<file path="config.mk">
export PLATFORM = sky130hd
export DESIGN_NAME = blvds_transmitter
export DESIGN_NICKNAME = d
export VERILOG_FILES = /design/src/rtl/blvds_transmitter.sv
export SDC_FILE = /design/constraint.sdc
export NUM_CORES = 1
export LEC_CHECK = 0
export CORE_MARGIN = 2
export CORE_UTILIZATION = 25
export DETAILED_ROUTE_END_ITERATION = 16
export DONT_BUFFER_PORTS = 1
export PLACE_DENSITY_LB_ADDON = 0.2
export SKIP_LAST_GASP = 1
export SLEW_MARGIN = 20
export SYNTH_ARGS = -nofsm -noshare
export SYNTH_HDL_FRONTEND = slang
export SYNTH_SLANG_ARGS = --single-unit
</file>
<file path="constraint.sdc">
create_clock -name iCLK -period 7.6 [get_ports iCLK]
set_clock_uncertainty 0.2 [all_clocks]
set_input_delay 1.52 -clock iCLK [delete_from_list [all_inputs] [get_ports iCLK]]
set_output_delay 1.52 -clock iCLK [all_outputs]
set_load 0.02 [all_outputs]
</file>
<file path="src/rtl/blvds_transmitter.sv">
// blvds_transmitter: builds SYNC / header / data / epilog frames for the 18-bit BLVDS link.
// Optional per-packet checksum in the PE words: define TX_PACK_CRC_EN.
module blvds_transmitter #(
    parameter int SYNC_LEN  = 16,
    parameter int FRAME_GAP = 128
) (
    input  logic        iCLK,
    input  logic        iRST,
    input  logic        iSTART,
    input  logic [2:0]  iFORMAT,
    input  logic [3:0]  iCHANNELS,
    input  logic [7:0]  iPACK_SIZE,
    input  logic [7:0]  iPACK_NUM,
    input  logic [15:0] iSAMPLE_NUM,
    input  logic [15:0] iFIFO_DATA,
    input  logic        iFIFO_EMPTY,
    output logic        oFIFO_RDREQ,
    output logic [17:0] oDATA_BLVDS,
    output logic        oBUSY,
    output logic        oFRAME_DONE,
    output logic        oUNDERRUN,
    output logic        oCFG_ERROR,
    output logic [3:0]  oDBG_STATE
);

    localparam logic [17:0] SYNC_SEQ = 18'h3FE00;

    typedef enum logic [3:0] {
        IDLE = 4'd0,
        SYNC = 4'd1,
        FH1  = 4'd2,
        FH2  = 4'd3,
        PH1  = 4'd4,
        PH2  = 4'd5,
        DATA = 4'd6,
        PE1  = 4'd7,
        PE2  = 4'd8,
        FE1  = 4'd9,
        FE2  = 4'd10,
        GAP  = 4'd11
    } state_t;

    state_t      state;
    state_t      stateNext;

    logic [2:0]  cfgFormat;
    logic [3:0]  cfgChannels;
    logic [7:0]  cfgPackSize;
    logic [7:0]  cfgPackNum;
    logic [15:0] cfgSampleNum;

    logic [7:0]  syncCnt;
    logic [16:0] dataCnt;
    logic [16:0] dataLen;
    logic [7:0]  packIdx;
    logic [1:0]  frameCnt;
    logic [15:0] fsum;
    logic [15:0] fcrc;
    logic [15:0] pcrc;

    logic        startOk;
    logic        startBad;
    logic        lastSync;
    logic        lastGap;
    logic        lastData;
    logic        lastPack;
    logic        inFrameSum;
    logic [17:0] wordNext;

    function automatic logic [17:0] svcWord(input logic [2:0] tag, input logic [12:0] payload);
        return {2'b11, tag, payload};
    endfunction

    assign startOk    = (state == IDLE) && iSTART && (iPACK_NUM != 8'd0);
    assign startBad   = (state == IDLE) && iSTART && (iPACK_NUM == 8'd0);
    // 17-bit length so a sample field of FFFF still yields 65543 data words.
    assign dataLen    = {1'b0, cfgSampleNum} + 17'd8;
    assign lastSync   = (syncCnt == 8'(SYNC_LEN - 1));
    assign lastGap    = (syncCnt == 8'(FRAME_GAP - 1));
    assign lastData   = (dataCnt == dataLen - 17'd1);
    assign lastPack   = ((packIdx + 8'd1) == cfgPackNum);
    assign inFrameSum = (state inside {FH1, FH2, PH1, PH2, DATA, PE1, PE2});
    assign fcrc       = ~fsum;

    assign oBUSY      = (state != IDLE) && (state != GAP);
    assign oDBG_STATE = state;

    always_ff @(posedge iCLK or posedge iRST) begin
        if (iRST) begin
            state <= IDLE;
        end else begin
            state <= stateNext;
        end
    end

    always_comb begin
        stateNext = state;
        unique case (state)
            IDLE:    if (startOk) stateNext = SYNC;
            SYNC:    if (lastSync) stateNext = FH1;
            FH1:     stateNext = FH2;
            FH2:     stateNext = PH1;
            PH1:     stateNext = PH2;
            PH2:     stateNext = DATA;
            DATA:    if (lastData) stateNext = PE1;
            PE1:     stateNext = PE2;
            PE2:     stateNext = lastPack ? FE1 : PH1;
            FE1:     stateNext = FE2;
            FE2:     stateNext = GAP;
            GAP:     if (lastGap) stateNext = IDLE;
            default: stateNext = IDLE;
        endcase
    end

    // FIFO handshake: show-ahead, so the head word is valid whenever iFIFO_EMPTY is low;
    // oFIFO_RDREQ pops it in the same cycle it is registered onto the line.
    always_comb begin
        wordNext    = SYNC_SEQ;
        oFIFO_RDREQ = 1'b0;
        unique case (state)
            FH1:  wordNext = svcWord(3'b000, {cfgFormat, frameCnt, cfgPackNum});
            FH2:  wordNext = svcWord(3'b001, {1'b0, cfgChannels, cfgPackSize});
            PH1:  wordNext = svcWord(3'b010, {packIdx[4:0], cfgSampleNum[15:8]});
            PH2:  wordNext = svcWord(3'b011, {5'b0, cfgSampleNum[7:0]});
            DATA: begin
                oFIFO_RDREQ = !iFIFO_EMPTY;
                wordNext    = iFIFO_EMPTY ? 18'h00000 : {2'b00, iFIFO_DATA};
            end
            PE1:  wordNext = svcWord(3'b110, {5'b0, pcrc[15:8]});
            PE2:  wordNext = svcWord(3'b111, {5'b0, pcrc[7:0]});
            FE1:  wordNext = svcWord(3'b100, {5'b0, fcrc[15:8]});
            FE2:  wordNext = svcWord(3'b101, {5'b0, fcrc[7:0]});
            default: wordNext = SYNC_SEQ;
        endcase
    end

    always_ff @(posedge iCLK or posedge iRST) begin
        if (iRST) begin
            oDATA_BLVDS <= SYNC_SEQ;
            oFRAME_DONE <= 1'b0;
            oCFG_ERROR  <= 1'b0;
        end else begin
            oDATA_BLVDS <= wordNext;
            oFRAME_DONE <= (state == FE2);
            oCFG_ERROR  <= startBad;
        end
    end

    always_ff @(posedge iCLK or posedge iRST) begin
        if (iRST) begin
            cfgFormat    <= '0;
            cfgChannels  <= '0;
            cfgPackSize  <= '0;
            cfgPackNum   <= '0;
            cfgSampleNum <= '0;
        end else if (startOk) begin
            cfgFormat    <= iFORMAT;
            cfgChannels  <= iCHANNELS;
            cfgPackSize  <= iPACK_SIZE;
            cfgPackNum   <= iPACK_NUM;
            cfgSampleNum <= iSAMPLE_NUM;
        end
    end

    // One counter times both the leading SYNC run and the trailing gap.
    always_ff @(posedge iCLK or posedge iRST) begin
        if (iRST) begin
            syncCnt <= '0;
        end else if ((state == SYNC && !lastSync) || (state == GAP && !lastGap)) begin
            syncCnt <= syncCnt + 8'd1;
        end else begin
            syncCnt <= '0;
        end
    end

    always_ff @(posedge iCLK or posedge iRST) begin
        if (iRST) begin
            dataCnt <= '0;
        end else if (state == DATA && !lastData) begin
            dataCnt <= dataCnt + 17'd1;
        end else begin
            dataCnt <= '0;
        end
    end

    always_ff @(posedge iCLK or posedge iRST) begin
        if (iRST) begin
            packIdx  <= '0;
            frameCnt <= '0;
        end else begin
            if (startOk) begin
                packIdx <= '0;
            end else if (state == PE2) begin
                packIdx <= packIdx + 8'd1;
            end
            if (state == FE2) begin
                frameCnt <= frameCnt + 2'd1;
            end
        end
    end

    always_ff @(posedge iCLK or posedge iRST) begin
        if (iRST) begin
            fsum      <= '0;
            oUNDERRUN <= 1'b0;
        end else if (startOk) begin
            fsum      <= '0;
            oUNDERRUN <= 1'b0;
        end else begin
            if (inFrameSum) begin
                fsum <= fsum + wordNext[15:0];
            end
            if (state == DATA && iFIFO_EMPTY) begin
                oUNDERRUN <= 1'b1;
            end
        end
    end

`ifdef TX_PACK_CRC_EN
    logic [15:0] psum;

    assign pcrc = ~psum;

    always_ff @(posedge iCLK or posedge iRST) begin
        if (iRST) begin
            psum <= '0;
        end else if (startOk || state == PE2) begin
            psum <= '0;
        end else if (state inside {PH1, PH2, DATA}) begin
            psum <= psum + wordNext[15:0];
        end
    end
`else
    assign pcrc = 16'h0000;
`endif

endmodule
</file>
Word-level counts from Yosys, hierarchy flattened
Cells that the tools add are included.
{"block": "word_totals", "wordCells": 82, "output_inout_bits": 27, "regBits": 115, "input_bits": 59}
{"block": "op_classes", "reduce_logical": 22, "bitwise": 1, "add_sub_neg": 7, "n_eq_ne": 20, "mux": 17}
{"op": "$pmux 18 s9", "count": 1}
{"op": "$mux 16", "count": 3}
{"op": "$pmux 4 s12", "count": 1}
{"op": "$mux 8", "count": 3}
{"op": "$mux 4", "count": 5}
{"op": "$add 16x4->17 const B", "count": 1}
{"op": "$add 17x1->17 const B", "count": 1}
{"op": "$eq 17x17->1", "count": 1}
{"op": "$mux 17", "count": 1}
{"op": "$sub 17x1->17 const B", "count": 1}
{"op": "$add 16x16->16", "count": 1}
{"op": "$add 8x1->8 const B", "count": 2}
{"op": "$eq 4x3->1 const B", "count": 4}
{"op": "$eq 4x4->1 const B", "count": 4}
{"op": "$not 16->16", "count": 1}
{"op": "$eq 4x2->1 const B", "count": 2}
{"op": "$eq 8x4->1 const B", "count": 1}
{"op": "$eq 8x7->1 const B", "count": 1}
{"op": "$eq 8x8->1", "count": 1}
{"op": "$logic_and 1x1->1", "count": 8}
{"op": "$logic_not 8->1", "count": 1}
{"op": "$ne 2x2->1 const B", "count": 4}
{"op": "$reduce_bool 8->1", "count": 1}
{"op": "$reduce_bool 7->1", "count": 1}
{"op": "10 further kinds", "count": 17}

Depth between registers and ports, before layout
Gate-level depths: netlist of run 1.
{"block": "depth", "word_depth": 6, "mapped_depth": 19}

Worst setup path after synthesis of run 1
Ideal clock, no wire load.
{"block": "synth_timing", "kind": "input to register", "startpoint": "input port iFIFO_EMPTY", "endpoint": "register fsum[10]", "required_time_ns": 7.265, "cell_stages": 14, "arrival_time_ns": 4.289, "setup_time_ns": 0.135, "n_path_buf": 1, "path_slack_ns": 2.976, "path_cell_list": "nor2_1 > clkbuf_1 > a222oi_1 > nand2_1 > ha_1 > fa_1 > a21o_1 > a21o_1 > a21o_1 > a31o_2 > a31o_2 > a21oi_1 > xor2_1 > o31ai_1"}
{"block": "synth_via", "elab_chain_len": 5}
{"element": "start: declaration", "line": "16", "text": "input logic iFIFO_EMPTY,"}
{"element": "$mux 16", "line": "127", "text": "wordNext = iFIFO_EMPTY ? 18'h00000 : {2'b00, iFIFO_DATA};"}
{"element": "$pmux 18 s9", "line": "120", "text": "unique case (state)"}
{"element": "net wordNext[0]", "line": "68", "text": "logic [17:0] wordNext;"}
{"element": "$add 16x16->16", "line": "211", "text": "fsum <= fsum + wordNext[15:0];"}
{"element": "$mux 16", "line": "210", "text": "if (inFrameSum) begin"}
{"element": "$mux 16", "line": "206", "text": "end else if (startOk) begin"}
{"element": "end signal: assignment", "line": "211"}
{"element": "end: declaration", "line": "57", "text": "logic [15:0] fsum;"}
The timed path passes the listed nets, and every way through them passes these cells. The select of a mux whose other input is x is not followed.
A chain may end at the register's enable or synchronous reset.

Final worst setup path of run 1
{"block": "layout_timing", "startpoint": "register state[3], in the netlist oDBG_STATE[3]", "endpoint": "register fsum[13]"}
{"block": "layout_via", "elab_chain_len": 5}
{"element": "start: declaration", "line": "43", "text": "state_t state;"}
{"element": "start signal: assignment", "line": "92", "text": "state <= stateNext;"}
{"element": "$eq 4x4->1 (tied with other cells)", "line": "120"}
{"element": "$pmux 18 s9 (*)", "line": "120"}
{"element": "net wordNext[1]", "line": "68"}
{"element": "$add 16x16->16 (*)", "line": "211"}
{"element": "$mux 16 (*)", "line": "210"}
{"element": "$mux 16 (*)", "line": "206"}
The timed path passes the listed nets; every way through them passes the cells marked *. The select of a mux whose other input is x is not followed.

==> results of run 1 <==
routing by layer:
metal / track usage (%) / vias to the layer above / wire, um
li1: - / 2570 / -
met1: 20.9 / 2585 / 9630
met2: 25.5 / 115 / 9830
met3: 4.47 / 22 / 1090
met4: 4.31 / 0 / 297
met5: 0 / - / 0
synth_stat cells (all sizes together), types with 7 or more instances:
cell type / number
nand2: 182
a22oi: 7
nor2b: 8
xor2: 30
a21o: 9
dfstp: 8
a21oi: 21
a22o: 8
nor2: 61
inv: 10
dfrtp: 106
ha: 19
o31ai: 18
o21ai: 38
nand4: 12
and3: 9
nor3: 11
nand3: 24
a222oi: 10
clkbuf: 25
xnor2: 34
cells by family after synthesis:
| kind of cell | after synthesis | share of synthesized area, % |
|---|---|---|
| adder cells (fa/ha/maj) | 20 | 3.97 |
| XOR/XNOR | 64 | 8.64 |
| AO/OA/AOI/OAI | 152 | 16.8 |
| buffers and inverters | 41 | 2.58 |
| multiplexers | 5 | 0.829 |
| AND/OR/NAND/NOR | 336 | 23.1 |
| flip-flops | 114 | 44.1 |
final cells by class:
cell class / instances / area [um^2]
tap: 330 / 413
fill: 2643 / 17900
multi-input combinational: 577 / 3480
antenna: 1 / 2.50
inverter: 12 / 47.5
sequential: 114 / 2860
clock buffer: 25 / 505
timing repair buffer: 7 / 72.6
clock inverter: 5 / 75.1
sequential cells by signal, summed over array words and instances, names as in the netlist, 8 cells and up:
name	count
dataCnt	17
oDATA_BLVDS	17
cfgSampleNum	16
fsum	16
cfgPackNum	8
cfgPackSize	8
packIdx	8
syncCnt	8
power breakdown:
group          internal [mW]  leakage, nW  total, mW  switching (mW)
clock network          0.520        0.289      0.804           0.284
logic                  0.118         1.47      0.261           0.143
registers              0.654         1.48      0.706          0.0514
total                   1.29         3.23       1.77           0.479
layout by cell type (no fill, tap or decap), types with 6 or more instances in the layout:
master / instances
clkbuf_16: 17
a222oi_1: 10
a21oi_1: 21
xor2_1: 30
nor2b_1: 8
dfrtp_1: 106
xnor2_1: 34
nand3_1: 24
nor2_1: 60
and3_1: 7
a21o_1: 9
dfstp_2: 8
inv_1: 9
nor3_1: 10
o22ai_1: 6
o31ai_1: 18
nand2b_1: 6
a22oi_1: 7
o21ai_0: 35
buf_4: 6
ha_1: 19
a22o_1: 8
nand2_1: 181
nand4_1: 10
worst max-delay path, stage by stage, from the launching register on:
cell and delay, ps:
dfrtp_1 640, clkinv_1 300, nand2_1 140, nor2_1 380, inv_1 130, nor2_2 710, a222oi_1 260, nand2_1 200
ha_1 250, a21o_1 150, a21o_1 210, a211oi_1 630, o21ai_0 180, a21boi_0 310, o21ai_0 160, xnor2_1 140
o31ai_1 180
final timing paths:
check / to / slack [ps] / startpoint
hold / removal: syncCnt[0] / 270 / syncCnt[0]
max in group asynchronous: cfgPackSize[6] / 5020 / iRST
hold reg to reg: syncCnt[0] / 270 / syncCnt[0]
setup reg to reg: fsum[13] / 2300 / oDBG_STATE[3]
min in group asynchronous: cfgSampleNum[7] / 820 / iRST
setup / recovery: fsum[13] / 2300 / oDBG_STATE[3]
==> impl_metrics.tcl, run 1 <==
set metrics [dict create \
    initialDrtViolationCount 364 \
    max_freq_ghz 0.189 \
    gp_congestion 0.854 \
    final_area_um2 7460 \
    utilization_pct 29.5 \
    layout.nets 808 \
    clock_latency_ps 430 \
    start_kind "register" \
    ir_drop_mv 0.101 \
    synth_top_area_share_pct 40.9 \
    status "complete, no violations" \
    path_class "register to register" \
    yosys_warnings 0 \
    cts_root_buf "clkbuf_16" \
    syn_area_per_cell_um2 8.87 \
    slew_viol_final 0 \
    critPathCaptureType "register" \
    postSynthCellCount 732 \
    syn_nets 811 \
    post-route-drc-count 0 \
    finalWorstSetupSlack_ps 2300 \
    synth-seq-cells 114 \
    dp_hpwl_um 15400 \
    p_leak_nw 3.23 \
    via_per_inst 4.94 \
    area_growth_pct 14.9 \
    drt_pass1_iterations 6 \
    postCtsResizedCells 0 \
    tightestPinTransition_ps 976 \
    relSlewSlack_pct 34.7 \
    gr-total-overflow 0 \
    wirelength_um 20800 \
    post-route-period-util_pct 69.7 \
    hold_ws_ps 268 \
    port_buffers 0 \
    row_count 58 \
    cts_tree "done" \
    synth_top_area_cell "dfrtp_1" \
    synth_cell_type_count 71 \
    path_clk_slew_ps 50 \
    ys_seq_area_share_pct 44.1 \
    cp_max_fo 15 \
    fin_cells 1071 \
    grt_use_total_pct 15.9 \
    antenna_found_initial 0 \
    period_minus_slack_ps 5300 \
    cts.htree.levels 4 \
    drive_gt1_share_pct 9.05 \
    powerDensity_nw_per_um2 237 \
    rsz0062_at_grt "false" \
    core_um2 25300 \
    power_mw 1.77 \
    grt_max_degree 73 \
    clockBufferDepth 2 \
    reg2regPathDepth 16 \
    dp_cells 1040 \
    setup_tns_ps 0 \
    synth-edff-count 0 \
    cts.sinks 114 \
    crit_arrival_ps 5430 \
    placed_area_um2 6880 \
    io_pins 86 \
    initial_core_util_pct 25.6 \
    synthesis.area_um2 6490 \
    ant_nets 0 \
    synth_top_flop_cell "dfrtp_1" \
    die_w_um 165 \
    numCtsBuffers 17 \
    hold_viol_final 0 \
    first_global_vias 5180 \
    grt_pass1_wl_um 31900 \
    vias 5292 \
    cts_hold_buffers 0 \
    holdCritPathClass "register to register" \
    post-place-ws_ps 2420 \
    hold_depth 1 \
    maxCapViolations 0 \
    crit_required_ps 7730 \
    synthTopCellsByArea "dfrtp_1 (41%), nand2_1 (10%), xnor2_1 (4.6%), xor2_1 (4.0%), ha_1 (3.7%)" \
    setup_viol 0 \
    async_flop_share_pct 100 \
    dieArea_um2 27300 \
    die_y_um 165 \
    wire_per_inst_um 19.5 \
    post_cts_buffers 0 \
]
Power figures use the tool's default switching activity.
==> run 2, diff against run 1 <==
==> constraint.sdc (replaced) <==
create_clock -name iCLK -period 5.5 [get_ports iCLK]
set_clock_uncertainty 0.2 [all_clocks]
set_input_delay 1.1 -clock iCLK [delete_from_list [all_inputs] [get_ports iCLK]]
set_output_delay 1.1 -clock iCLK [all_outputs]
set_load 0.02 [all_outputs]
==> impl_metrics.tcl, run 2 (synthesis results as in run 1) <==
set metrics [dict create \
    cp_cell_sequence "buf_4 -> or2_2 -> nor2_1 -> a222oi_1 -> nand2_1 -> ha_1 -> a21o_1 -> a21o_1 -> a211oi_1 -> o21ai_0 -> a21boi_0 -> o21ai_0 -> xnor2_1 -> o31ai_1" \
    cp_num_cells 14 \
    antenna_found_initial 1 \
    cts.sinks 114 \
    gp_congestion 0.868 \
    crit_required_ps 5630 \
    post_cts_buffers 0 \
    first_global_vias 5273 \
    post-route-drc-count 0 \
    grt_pass1_wl_um 32100 \
    clock_latency_ps 420 \
    cts_tree "done" \
    slew_viol_final 0 \
    core_um2 25300 \
    hold_ws_ps 258 \
    maxCapViolations 0 \
    crit_buf_inv 1 \
    antenna_cells 0 \
    crit_family "compound AO/OA/AOI/OAI gates" \
    io_pins 86 \
    hold_depth 1 \
    drive_gt1_share_pct 9.37 \
    wirelength_um 20900 \
    ir_drop_mv 0.171 \
    ant_nets 0 \
    initial_core_util_pct 25.6 \
    reg_top3 "dataCnt (17), oDATA_BLVDS (17)" \
    dp_hpwl_um 15600 \
    utilization_pct 29.3 \
    final_common_cell "nand2_1" \
    path_class "register to register" \
    crit_arrival_ps 4500 \
    tightestPinTransition_ps 857 \
    setup_tns_ps 0 \
    final_area_um2 7430 \
    period_minus_slack_ps 4370 \
    grt_use_total_pct 16.0 \
    cts.htree.levels 4 \
    cpPeakStageDelay_ps 620 \
    powerDensity_nw_per_um2 320 \
    die_w_um 165 \
    via_per_inst 4.94 \
    grt_max_degree 53 \
    final_cell_mix "nand2_1 (181), dfrtp_1 (106), nor2_1 (60)" \
    numCtsBuffers 17 \
    drt_pass1_iterations 6 \
    die_y_um 165 \
    postCtsResizedCells 0 \
    max_freq_ghz 0.229 \
    setup_viol 0 \
    gr-total-overflow 0 \
    wire_per_inst_um 19.4 \
    hold_viol_final 0 \
    cts_hold_buffers 0 \
    clockBufferDepth 2 \
    start_kind "register" \
    cp_max_fo 18 \
    path_clk_slew_ps 50 \
    dieArea_um2 27300 \
    placed_area_um2 6900 \
    power_mw 2.38 \
    area_growth_pct 14.5 \
    layout.nets 813 \
    relSlewSlack_pct 42.6 \
    rsz0062_at_grt "false" \
    vias 5323 \
    p_leak_nw 3.23 \
    port_buffers 0 \
    row_count 58 \
    post-route-period-util_pct 79.5 \
    reg2regPathDepth 14 \
    holdCritPathClass "register to register" \
    critPathCaptureType "register" \
    initialDrtViolationCount 410 \
    status "complete, no violations" \
    crit_slowest_cell "nor2_1" \
    cts_root_buf "clkbuf_16" \
]
-- run 2: changes by cell type in the layout (fill, tap and decap cells not counted), sizes merged --
cell	delta
bufinv	-1
buf	+5
clkinvlp	+1
clkinv	+1
clkbuf	+1
diode	-1
-- run 2: worst paths after layout --
| kind | start | slack, ps | to |
|---|---|---|---|
| worst max-delay path | oDBG_STATE[0] | 1130 | fsum[13] |
| worst min-delay path | syncCnt[0] | 260 | syncCnt[0] |
| max in group asynchronous | iRST | 3670 | packIdx[0] |
| worst max register to register | oDBG_STATE[0] | 1130 | fsum[13] |
| worst min register to register | syncCnt[0] | 260 | syncCnt[0] |
| min in group asynchronous | iRST | 420 | cfgSampleNum[7] |
-- run 2: area by class of cell --
| type | instances | area (um^2) |
|---|---|---|
| clock buffer | 26 | 479 |
| clock inverter | 6 | 57.6 |
| fill | 2669 | 17900 |
| inverter | 12 | 47.5 |
| multi-input combinational | 577 | 3480 |
| sequential | 114 | 2860 |
| tap | 330 | 413 |
| timing repair buffer | 12 | 90.1 |
-- run 2: stage by stage --
step,cells,worst slack [ps]
2_1_floorplan,732,1070
3_3_place_gp,1045,1130
3_5_place_dp,1045,1140
4_1_cts,1077,1130
5_1_grt,1077,742
6_report,1077,1130
-- run 2: worst register-to-register path, cell delays in order (launching register included) --
cell      delay (ps)
dfrtp_1          370
buf_4            240
or2_2            350
nor2_1           620
a222oi_1         200
nand2_1          220
ha_1             260
a21o_1           150
a21o_1           210
a211oi_1         520
o21ai_0          170
a21boi_0         300
o21ai_0          160
xnor2_1          140
o31ai_1          180
-- run 2: metal layers --
| metal | track usage, % | share of wire [%] | vias to the layer above | wire (um) |
|---|---|---|---|---|
| li1 | - | - | 2578 | - |
| met1 | 21.5 | 46 | 2585 | 9690 |
| met2 | 24.9 | 46 | 134 | 9650 |
| met3 | 4.65 | 5.8 | 24 | 1220 |
| met4 | 4.94 | 1.5 | 2 | 312 |
| met5 | 0 | 0.062 | - | 13 |
-- run 2: where the power goes --
| part | switching, mW | internal (mW) |
|---|---|---|
| logic | 0.197 | 0.163 |
| clock network | 0.394 | 0.641 |
| registers | 0.0807 | 0.904 |
==> run 3, diff against run 2 <==
--- a/config.mk
+++ b/config.mk
@@ -5,6 +5,7 @@
 export SDC_FILE = /design/constraint.sdc
 export NUM_CORES = 1
 export LEC_CHECK = 0
+export ABC_AREA = 1
 export CORE_MARGIN = 2
 export CORE_UTILIZATION = 25
 export DETAILED_ROUTE_END_ITERATION = 16
==> constraint.sdc (replaced) <==
create_clock -name iCLK -period 4.5 [get_ports iCLK]
set_clock_uncertainty 0.2 [all_clocks]
set_input_delay 0.9 -clock iCLK [delete_from_list [all_inputs] [get_ports iCLK]]
set_output_delay 0.9 -clock iCLK [all_outputs]
set_load 0.02 [all_outputs]
==> impl_metrics.tcl, run 3 <==
set metrics [dict create \
    status "complete, no violations" \
    wire_per_inst_um 17.2 \
    maxCapViolations 0 \
    period_minus_slack_ps 4010 \
    min-delay-start "syncCnt[0]" \
    cts_tree "done" \
    via_per_inst 4.61 \
    startpoint "oDBG_STATE[2]" \
    post-route-period-util_pct 89.0 \
    yosysMostFrequentCell "nand2_1" \
    postCtsResizedCells 0 \
    area_growth_pct 16.6 \
    p_leak_nw 3.70 \
    synth-seq-cells 114 \
    grt_pass1_wl_um 32500 \
    crit_required_ps 4640 \
    cp_max_fo 8 \
    die_w_um 165 \
    crit_arrival_ps 4140 \
    final_common_cell "nand2_1" \
    synthAdderAreaFrac_pct 3.98 \
    critPathCaptureType "register" \
    layout.nets 950 \
    reg2regPathDepth 18 \
    max_freq_ghz 0.250 \
    tightestPinTransition_ps 880 \
    synth-edff-count 0 \
    vias 5604 \
    synthesis.area_um2 6480 \
    initial_core_util_pct 25.6 \
    ys_seq_area_share_pct 44.2 \
    r2r-start "oDBG_STATE[2]" \
    synth_compound_area_share_pct 12.4 \
    cts_hold_buffers 0 \
    hold_depth 1 \
    path_class "register to register" \
    synth_top_area_cell "dfrtp_1" \
    drive_gt1_share_pct 9.05 \
    gr-total-overflow 0 \
    postSynthCellCount 855 \
    initialDrtViolationCount 347 \
    cp_cell_sequence "inv_1 -> nand2_1 -> nor2_1 -> buf_4 -> inv_1 -> nor2_1 -> a2111oi_0 -> o21ai_0 -> ha_1 -> nand3_1 -> nand3_1 -> a21boi_0 -> o21ai_0 -> nand3_1 -> nand3_1 -> nand2_1 -> nand2_1 -> o21ai_0" \
    synth-simple-area-share_pct 28.2 \
    numCtsBuffers 17 \
    slew_viol_final 0 \
    row_count 58 \
    holdCritPathClass "register to register" \
    ir_drop_mv 0.188 \
    io_pins 86 \
    reg_top3 "dataCnt (17), oDATA_BLVDS (17)" \
    finalWorstSetupSlack_ps 493 \
    synthMuxAreaShare_pct 0 \
    crit_top_cell "nand3_1" \
    grt_max_degree 65 \
    cts_root_buf "clkbuf_16" \
    cts.sinks 114 \
    setup_viol 0 \
    rsz0062_at_grt "false" \
    post-route-drc-count 0 \
    grt_use_total_pct 16.1 \
    post-place-ws_ps 573 \
    cpPeakStageDelay_ps 500 \
    cts.htree.levels 4 \
    utilization_pct 29.9 \
    synthTopCellsByArea "dfrtp_1 (41%), nand2_1 (15%), inv_1 (6.4%), o21ai_0 (4.8%), nor2_1 (3.8%)" \
    port_buffers 0 \
    core_um2 25300 \
    gp_congestion 0.884 \
    synth_top_flop_cell "dfrtp_1" \
    synth_xor_area_share_pct 3.38 \
    clock_latency_ps 430 \
    post_cts_buffers 0 \
    wirelength_um 20900 \
    ys_top_cells_by_count "nand2_1 (266), inv_1 (110), dfrtp_1 (106)" \
    relSlewSlack_pct 41.4 \
    path_clk_slew_ps 60 \
    drt_pass1_iterations 4 \
    first_global_vias 5585 \
    final_cell_mix "nand2_1 (266), inv_1 (109), dfrtp_1 (106)" \
    dp_hpwl_um 16300 \
    crit_slowest_cell "dfrtp_1" \
    start_kind "register" \
    synth_top_family_by_area "simple AND/OR/NAND/NOR gates" \
    synth_top_area_share_pct 40.9 \
    ant_nets 0 \
    clockBufferDepth 2 \
    die_y_um 165 \
    syn_nets 934 \
    powerDensity_nw_per_um2 430 \
    yosys_warnings 0 \
    async_flop_share_pct 100 \
    dieArea_um2 27200 \
    hold_viol_final 0 \
    syn_area_per_cell_um2 7.58 \
    setup_tns_ps 0 \
    antenna_found_initial 1 \
    synth_cell_type_count 43 \
]
## run 3: cell types whose count changed after synthesis, moves of 10 or more
cell / previous run / this run
inv_1: 10 / 110
nand2_1: 181 / 266
o21ai_0: 35 / 62
xnor2_1: 34 / 11
nand3_1: 24 / 46
clkbuf_1: 24 / 6
o31ai_1: 18 / 1
xor2_1: 30 / 14
nor2_2: 0 / 14
o22ai_1: 6 / 19
a222oi_1: 10 / 0
## run 3: final timing paths
path / endpoint / slack, ps
setup / recovery: fsum[9] / 490
hold / removal: syncCnt[0] / 250
setup reg to reg: fsum[9] / 490
hold reg to reg: syncCnt[0] / 250
max in group asynchronous: oDATA_BLVDS[11] / 2850
min in group asynchronous: oDATA_BLVDS[0] / 310
## run 3: layer usage
metal	vias to the layer above	track usage, %	wire length, um
met1	2647	23.1	10200
met5	-	0	0
met2	125	23.5	8990
met4	0	4.47	344
met3	17	4.75	1350
li1	2815	-	-
## run 3: power by group
group / total, mW / leakage (nW) / switching, mW / internal [mW]
combinational: 0.513 / 2.08 / 0.315 / 0.198
clock: 1.52 / 0.314 / 0.533 / 0.988
sequential: 1.22 / 1.30 / 0.102 / 1.12
## run 3: cells by family (layout without fill, tap and decap cells)
group | after synthesis | in the layout
buffers and inverters | 128 | 157
AO/OA/AOI/OAI | 137 | 137
AND/OR/NAND/NOR | 431 | 431
other | 0 | 1
adder cells (fa/ha/maj) | 20 | 20
flip-flops | 114 | 114
XOR/XNOR | 25 | 25
## run 3: layout make-up
class	instances	area [um^2]
antenna	1	2.50
clock buffer	17	425
clock inverter	15	231
fill	2697	17800
inverter	113	427
multi-input combinational	613	3110
sequential	114	2860
tap	330	413
timing repair buffer	12	90.1
## run 3: metrics by stage
stage,hold WS (ps),cells,power (mW),instance area [um^2]
3_5_place_dp,251,1182,1.75,6900
6_report,252,1215,3.25,7560
3_3_place_gp,256,1182,1.76,6900
5_1_grt,301,1214,3.43,7560
2_1_floorplan,232,855,1.60,6480
4_1_cts,259,1214,3.29,7560
## run 3: worst max-delay path: cells and delay by family (launching register included)
| family | cells | cell delay, ps |
|---|---|---|
| flip-flops | 1 | 500 |
| buffers and inverters | 3 | 500 |
| AO/OA/AOI/OAI | 5 | 1480 |
| AND/OR/NAND/NOR | 9 | 840 |
| adder cells (fa/ha/maj) | 1 | 370 |
